### src/rtl/cfg_dprio_hs_pkg.sv
// Shared definitions for the DPRIO shadow-status handshake (initiator and shadow side).
package cfg_dprio_hs_pkg;

    localparam int SYNC_STAGES_DEF = 2;

    typedef enum logic [2:0] {
        ST_IDLE    = 3'd0,
        ST_DRAIN   = 3'd1,
        ST_ASSERT  = 3'd2,
        ST_RELEASE = 3'd3,
        ST_CAPTURE = 3'd4
    } hs_state_t;

    function automatic int tmo_cnt_width(input int tmo_cycles);
        return $clog2(tmo_cycles + 1);
    endfunction

endpackage

### src/rtl/cfg_dprio_shadow_status_initiator_if.sv
// Handshake and status bus between the DPRIO initiator and its surroundings.
interface cfg_dprio_shadow_status_initiator_if #(
    parameter int DATA_WIDTH = 16
);
    logic                  req;
    logic                  err_clr;
    logic                  write_en;
    logic                  write_en_ack;
    logic [DATA_WIDTH-1:0] stat_data_in;
    logic [DATA_WIDTH-1:0] stat_data;
    logic                  stat_valid;
    logic                  busy;
    logic                  timeout_err;

    modport master (
        input  req, err_clr, write_en_ack, stat_data_in,
        output write_en, stat_data, stat_valid, busy, timeout_err
    );

    modport slave (
        output req, err_clr, write_en_ack, stat_data_in,
        input  write_en, stat_data, stat_valid, busy, timeout_err
    );
endinterface

### src/rtl/cfg_dprio_bitsync_srst.sv
// Multi-flop single-bit synchronizer, synchronous active-high reset to 0.
module cfg_dprio_bitsync_srst
    import cfg_dprio_hs_pkg::*;
#(
    parameter int SYNC_STAGES = SYNC_STAGES_DEF
) (
    input  logic clk,
    input  logic rst,
    input  logic i_d,
    output logic o_q
);
    logic [SYNC_STAGES-1:0] r_sync;

    always_ff @(posedge clk) begin
        if (rst) begin
            r_sync <= '0;
        end else begin
            r_sync <= {r_sync[SYNC_STAGES-2:0], i_d};
        end
    end

    assign o_q = r_sync[SYNC_STAGES-1];
endmodule

### src/rtl/cfg_dprio_shadow_status_initiator.sv
// DPRIO-side master of the 4-phase shadow-status handshake with per-phase timeout.
//   state   | meaning
//   IDLE    | waiting for req
//   DRAIN   | stale ack from an aborted handshake, wait for it to fall
//   ASSERT  | write_en high, wait for ack
//   RELEASE | write_en low, wait for ack to fall
//   CAPTURE | status bus frozen, sample it and pulse stat_valid
module cfg_dprio_shadow_status_initiator
    import cfg_dprio_hs_pkg::*;
#(
    parameter int DATA_WIDTH     = 16,
    parameter int SYNC_STAGES    = SYNC_STAGES_DEF,
    parameter int TIMEOUT_CYCLES = 1023
) (
    input logic                                clk,
    input logic                                rst,
    cfg_dprio_shadow_status_initiator_if.master hs
);
    localparam int             CNT_W    = tmo_cnt_width(TIMEOUT_CYCLES);
    localparam logic [CNT_W-1:0] TMO_LAST = CNT_W'(TIMEOUT_CYCLES - 1);

    hs_state_t             r_state;
    hs_state_t             w_state_nxt;
    logic [CNT_W-1:0]      r_cnt;
    logic                  w_cnt_last;
    logic                  w_cnt_run;
    logic                  w_tmo;
    logic                  w_ack_s;
    logic                  r_write_en;
    logic                  r_stat_valid;
    logic                  r_busy;
    logic                  r_timeout_err;
    logic [DATA_WIDTH-1:0] r_stat_data;

    cfg_dprio_bitsync_srst #(
        .SYNC_STAGES (SYNC_STAGES)
    ) u_ack_sync (
        .clk (clk),
        .rst (rst),
        .i_d (hs.write_en_ack),
        .o_q (w_ack_s)
    );

    assign w_cnt_last = (r_cnt == TMO_LAST);
    assign w_cnt_run  = (r_state == ST_DRAIN) || (r_state == ST_ASSERT) ||
                        (r_state == ST_RELEASE);

    // Ack progress wins over a timeout landing on the same cycle.
    always_comb begin
        w_state_nxt = r_state;
        w_tmo       = 1'b0;
        unique case (r_state)
            ST_IDLE: begin
                if (hs.req) w_state_nxt = w_ack_s ? ST_DRAIN : ST_ASSERT;
            end
            ST_DRAIN: begin
                if (!w_ack_s)       w_state_nxt = ST_ASSERT;
                else if (w_cnt_last) w_tmo      = 1'b1;
            end
            ST_ASSERT: begin
                if (w_ack_s)        w_state_nxt = ST_RELEASE;
                else if (w_cnt_last) w_tmo      = 1'b1;
            end
            ST_RELEASE: begin
                if (!w_ack_s)       w_state_nxt = ST_CAPTURE;
                else if (w_cnt_last) w_tmo      = 1'b1;
            end
            ST_CAPTURE: w_state_nxt = ST_IDLE;
            default:    w_state_nxt = ST_IDLE;
        endcase
        if (w_tmo) w_state_nxt = ST_IDLE;
    end

    always_ff @(posedge clk) begin
        if (rst) begin
            r_state       <= ST_IDLE;
            r_cnt         <= '0;
            r_write_en    <= 1'b0;
            r_stat_valid  <= 1'b0;
            r_busy        <= 1'b0;
            r_timeout_err <= 1'b0;
            r_stat_data   <= '0;
        end else begin
            r_state      <= w_state_nxt;
            r_cnt        <= ((w_state_nxt != r_state) || !w_cnt_run) ? '0 : r_cnt + CNT_W'(1);
            r_write_en   <= (w_state_nxt == ST_ASSERT);
            r_stat_valid <= (w_state_nxt == ST_CAPTURE);
            r_busy       <= (w_state_nxt != ST_IDLE);
            // ack_s already low, so the shadow bus is frozen: one multi-bit sample is safe.
            if (w_state_nxt == ST_CAPTURE) r_stat_data <= hs.stat_data_in;
            if (w_tmo)           r_timeout_err <= 1'b1;
            else if (hs.err_clr) r_timeout_err <= 1'b0;
        end
    end

    assign hs.write_en    = r_write_en;
    assign hs.stat_valid  = r_stat_valid;
    assign hs.busy        = r_busy;
    assign hs.timeout_err = r_timeout_err;
    assign hs.stat_data   = r_stat_data;
endmodule

### src/flat_wrapper.sv
// flat-port wrapper written by rule: the top's interface ports become plain ports
module cfg_dprio_shadow_status_initiator_flat import cfg_dprio_hs_pkg::*;
#(
    parameter int DATA_WIDTH     = 16,
    parameter int SYNC_STAGES    = SYNC_STAGES_DEF,
    parameter int TIMEOUT_CYCLES = 1023
)
  (clk, rst, hs_req, hs_err_clr, hs_write_en_ack, hs_stat_data_in, hs_write_en, hs_stat_data, hs_stat_valid, hs_busy, hs_timeout_err);
  cfg_dprio_shadow_status_initiator_if #(.DATA_WIDTH(DATA_WIDTH)) hs_i ();
  input logic clk;
  input logic rst;
  input wire logic [$bits(hs_i.req)-1:0] hs_req;
  input wire logic [$bits(hs_i.err_clr)-1:0] hs_err_clr;
  input wire logic [$bits(hs_i.write_en_ack)-1:0] hs_write_en_ack;
  input wire logic [$bits(hs_i.stat_data_in)-1:0] hs_stat_data_in;
  output wire logic [$bits(hs_i.write_en)-1:0] hs_write_en;
  output wire logic [$bits(hs_i.stat_data)-1:0] hs_stat_data;
  output wire logic [$bits(hs_i.stat_valid)-1:0] hs_stat_valid;
  output wire logic [$bits(hs_i.busy)-1:0] hs_busy;
  output wire logic [$bits(hs_i.timeout_err)-1:0] hs_timeout_err;
  assign hs_i.req = hs_req;
  assign hs_i.err_clr = hs_err_clr;
  assign hs_i.write_en_ack = hs_write_en_ack;
  assign hs_i.stat_data_in = hs_stat_data_in;
  assign hs_write_en = hs_i.write_en;
  assign hs_stat_data = hs_i.stat_data;
  assign hs_stat_valid = hs_i.stat_valid;
  assign hs_busy = hs_i.busy;
  assign hs_timeout_err = hs_i.timeout_err;
  cfg_dprio_shadow_status_initiator #(.DATA_WIDTH(DATA_WIDTH), .SYNC_STAGES(SYNC_STAGES), .TIMEOUT_CYCLES(TIMEOUT_CYCLES)) u_core (.clk(clk), .rst(rst), .hs(hs_i));
endmodule
### config.mk
export PLATFORM = sky130hd
export DESIGN_NAME = cfg_dprio_shadow_status_initiator_flat
export DESIGN_NICKNAME = d
export VERILOG_FILES = /design/src/rtl/cfg_dprio_hs_pkg.sv /design/src/rtl/cfg_dprio_shadow_status_initiator_if.sv /design/src/rtl/cfg_dprio_bitsync_srst.sv /design/src/rtl/cfg_dprio_shadow_status_initiator.sv /design/src/flat_wrapper.sv
export SDC_FILE = /design/constraint.sdc
export NUM_CORES = 1
export LEC_CHECK = 0
export CAP_MARGIN = 15
export CELL_PAD_IN_SITES_DETAIL_PLACEMENT = 1
export CELL_PAD_IN_SITES_GLOBAL_PLACEMENT = 2
export CORE_ASPECT_RATIO = 0.9
export CORE_MARGIN = 8
export CORE_UTILIZATION = 28
export CTS_BUF_LIST = sky130_fd_sc_hd__clkbuf_16
export CTS_CLUSTER_SIZE = 25
export DETAILED_ROUTE_END_ITERATION = 7
export PLACE_DENSITY_LB_ADDON = 0.3
export SLEW_MARGIN = 20
export SYNTH_ARGS = -nofsm -noshare
export SYNTH_HDL_FRONTEND = slang
export SYNTH_SLANG_ARGS = --single-unit
### constraint.sdc
create_clock -name clk -period 3.1 [get_ports clk]
set_input_delay 0.62 -clock clk [delete_from_list [all_inputs] [get_ports clk]]
set_output_delay 0.62 -clock clk [all_outputs]
set_load 0.03 [all_outputs]
==> flow_summary.ini <==
[global_routing]
grtUsageTotal_pct = 10.83
grt-ovfl-total = 0
grt_max_degree = 25
grt_pass1_vias = 1286
grt_antenna_before_repair = 0
grt_pass1_wl_mm = 6.147

[clock_tree]
clock_sink_count = 35
cts.htree.levels = 2
root_buffer = clkbuf_16
clock_latency_ps = 270
clock_path_buffers = 2
cts_made_buffers = 5
hold_buffers = 0
clk_pin_slew_ps = 50
cts_setup_buffers = 0
cts_resized = 0
cts_tree = yes

[job]
max_cap_viol_count = 0

[synth]
ys_types = 31
syn_area_um2 = 1344
synthCells = 156
synth_edf_count = 0
synth_most_common_cell = nand2_1
synth_common_cells = 37 x nand2_1, 35 x dfxtp_1, 19 x a21oi_1
yosys.area.top_type_share_pct = 52.14
ys_seq_area_share_pct = 52.14
syn_nets = 179
ys_warn_count = 0
synth_seq_cells = 35
synth_area_leader_cell = dfxtp_1
synth-async-reset-ratio_pct = 0
syn_area_per_cell_um2 = 8.614
ys_top_cells_by_area = dfxtp_1 52%, nand2_1 10%, a21oi_1 7.1%
synthFlopType = dfxtp_1

[worst_setup_path]
end_kind = primary output
slowest_stage = clkdlybuf4s50_1
arrival_ps = 1310
crit_path_start_kind = register
r2r-start = u_core.r_cnt[0]
worstSetupPathType = register to primary output
cp-startpoint = u_core.hs.stat_data[11]
r2r-end = u_core.r_state[1]
r2r_cells = 6
crit_chain = clkdlybuf4s50_1
cp_num_buf_inv = 1
cp.required_ps = 2480
cp_max_fo = 2
cp_top_family = buffers and inverters
r2r_setup_slack_ps = 1370
critical-path-max-stage-delay_ps = 680

[sta]
finalHoldViolations = 0
fin_setup_tns_ps = 0
hold_ws_ps = 452.6
max_slew_margin_pct = 51.20
max_freq_mhz = 519.1
setup_viol = 0
skew_ps = 5.777
final_max_slew_viol_count = 0
max_slew.worst_pin.slew_ps = 729.8
rsz0062_at_grt = false
min_period_over_period_pct = 62.15
period_needed_ps = 1927

[final_layout]
multi_input_area_um2 = 595.6
ff_latch_area_um2 = 700.7
drive_gt1_share_pct = 5.025
syn_to_final_growth_pct = 44.13
nets = 221
diodes = 0
fillers = 594

[placed_design]
port_buffers = 40
gp_congestion = 0.7299
detailed_place_hpwl_mm = 2.740

[power_and_ir_drop]
p_leak_nw = 0.6539
power_density_nw_per_um2 = 512.3
vdd_drop_max_mv = 0.1696

[min_path]
hp-class = register to register
min_path_cells = 1
min_to = u_core.u_ack_sync.r_sync[1]
hp-start = u_core.u_ack_sync.r_sync[0]

[drt]
post_drt_wl_per_cell_um = 13.70
drt_iter0_markers = 39
drc = 0
ant_nets = 0
drt_wl_total_mm = 3.617
vias = 1214
viasPerCell = 4.598
dr.pass1.iters = 4

[die]
ioPinCount = 41
die_h_um = 81.72
dieArea_um2 = 7275
rows = 24
core_um2 = 4745
fp.dieW_um = 89.03
start_util_pct = 28.32

[outcome]
status = finished, final reports clean
## report_power, final
part	leakage (nW)	internal [mW]	switching [mW]
registers	0.283	0.458	0.00581
logic	0.300	0.0395	0.0293
clock network	0.0701	0.289	0.171
## metal layers
| layer | up-vias | global-route usage [%] | share of wire [%] |
|---|---|---|---|
| met2 | 34 | 17.47 | 47 |
| met4 | 0 | 4.478 | 1.2 |
| met5 | - | 0 | 0 |
| met3 | 5 | 3.500 | 5.5 |
| li1 | 601 | - | - |
| met1 | 574 | 13.03 | 46 |
## flip-flops by register name, summed over array words and instances, names as in the netlist
register / cells
u_core.hs.stat_data: 16
u_core.r_cnt: 10
u_core.r_state: 3
u_core.u_ack_sync.r_sync: 2
u_core.hs.busy: 1
u_core.hs.stat_valid: 1
u_core.hs.timeout_err: 1
u_core.hs.write_en: 1
## layout by cell type, fill, tap and decap left out, types with 2 or more instances in the layout
master and count:
dfxtp_1 35, a21boi_0 2, xnor2_1 4, nor3_1 4, ha_1 2, inv_1 5, a21oi_1 19, clkbuf_16 5
o21ai_0 2, nor2_1 16, nand3_1 3, nand2_1 37, clkdlybuf4s50_1 40, nand4_1 3, nor2b_1 5, clkinv_1 2
## stage by stage
| step | cell area (um2) | utilization (%) | cells | power (mW) | setup WS (ps) |
|---|---|---|---|---|---|
| after CTS | 1937 | 40.82 | 264 | 1.007 | 1157 |
| after floorplan | 1344 | - | 156 | 0.5020 | 1673 |
| after detailed placement | 1800 | 37.95 | 256 | 0.5425 | 1162 |
| after global placement | 1800 | 37.95 | 256 | 0.5400 | 1255 |
| final | 1937 | 40.82 | 264 | 0.9923 | 1174 |
| after global routing | 1937 | 40.82 | 264 | 1.036 | 1119 |
## how the worst max path moves through the flow
stage	end	slack (ps)	cells after the start
4_1_cts	hs_stat_data[11]	1160	1
5_1_grt	hs_stat_data[14]	1120	1
3_5_place_dp	u_core.r_cnt[6]	1160	5
3_3_place_gp	u_core.r_cnt[6]	1260	5
6_report	hs_stat_data[11]	1170	1
2_1_floorplan	u_core.r_state[1]	1670	6
## area by class of cell
cell class / instances / share of cell area, %
clock buffer: 5 / 6.460
clock inverter: 3 / 0.5814
inverter: 4 / 0.7752
multi-input combinational: 111 / 30.75
sequential: 35 / 36.18
tap: 65 / 4.199
timing repair buffer: 41 / 21.06
## cell families after synthesis
logic type / synth area share [%]
DFF: 52.14
xor gates and xnor gates: 3.259
AOI/OAI and AO/OA: 14.15
buffers and inverters: 3.537
and+or+nand+nor: 25.05
adders and majority gates: 1.862
(Power assumes the default switching activity.)
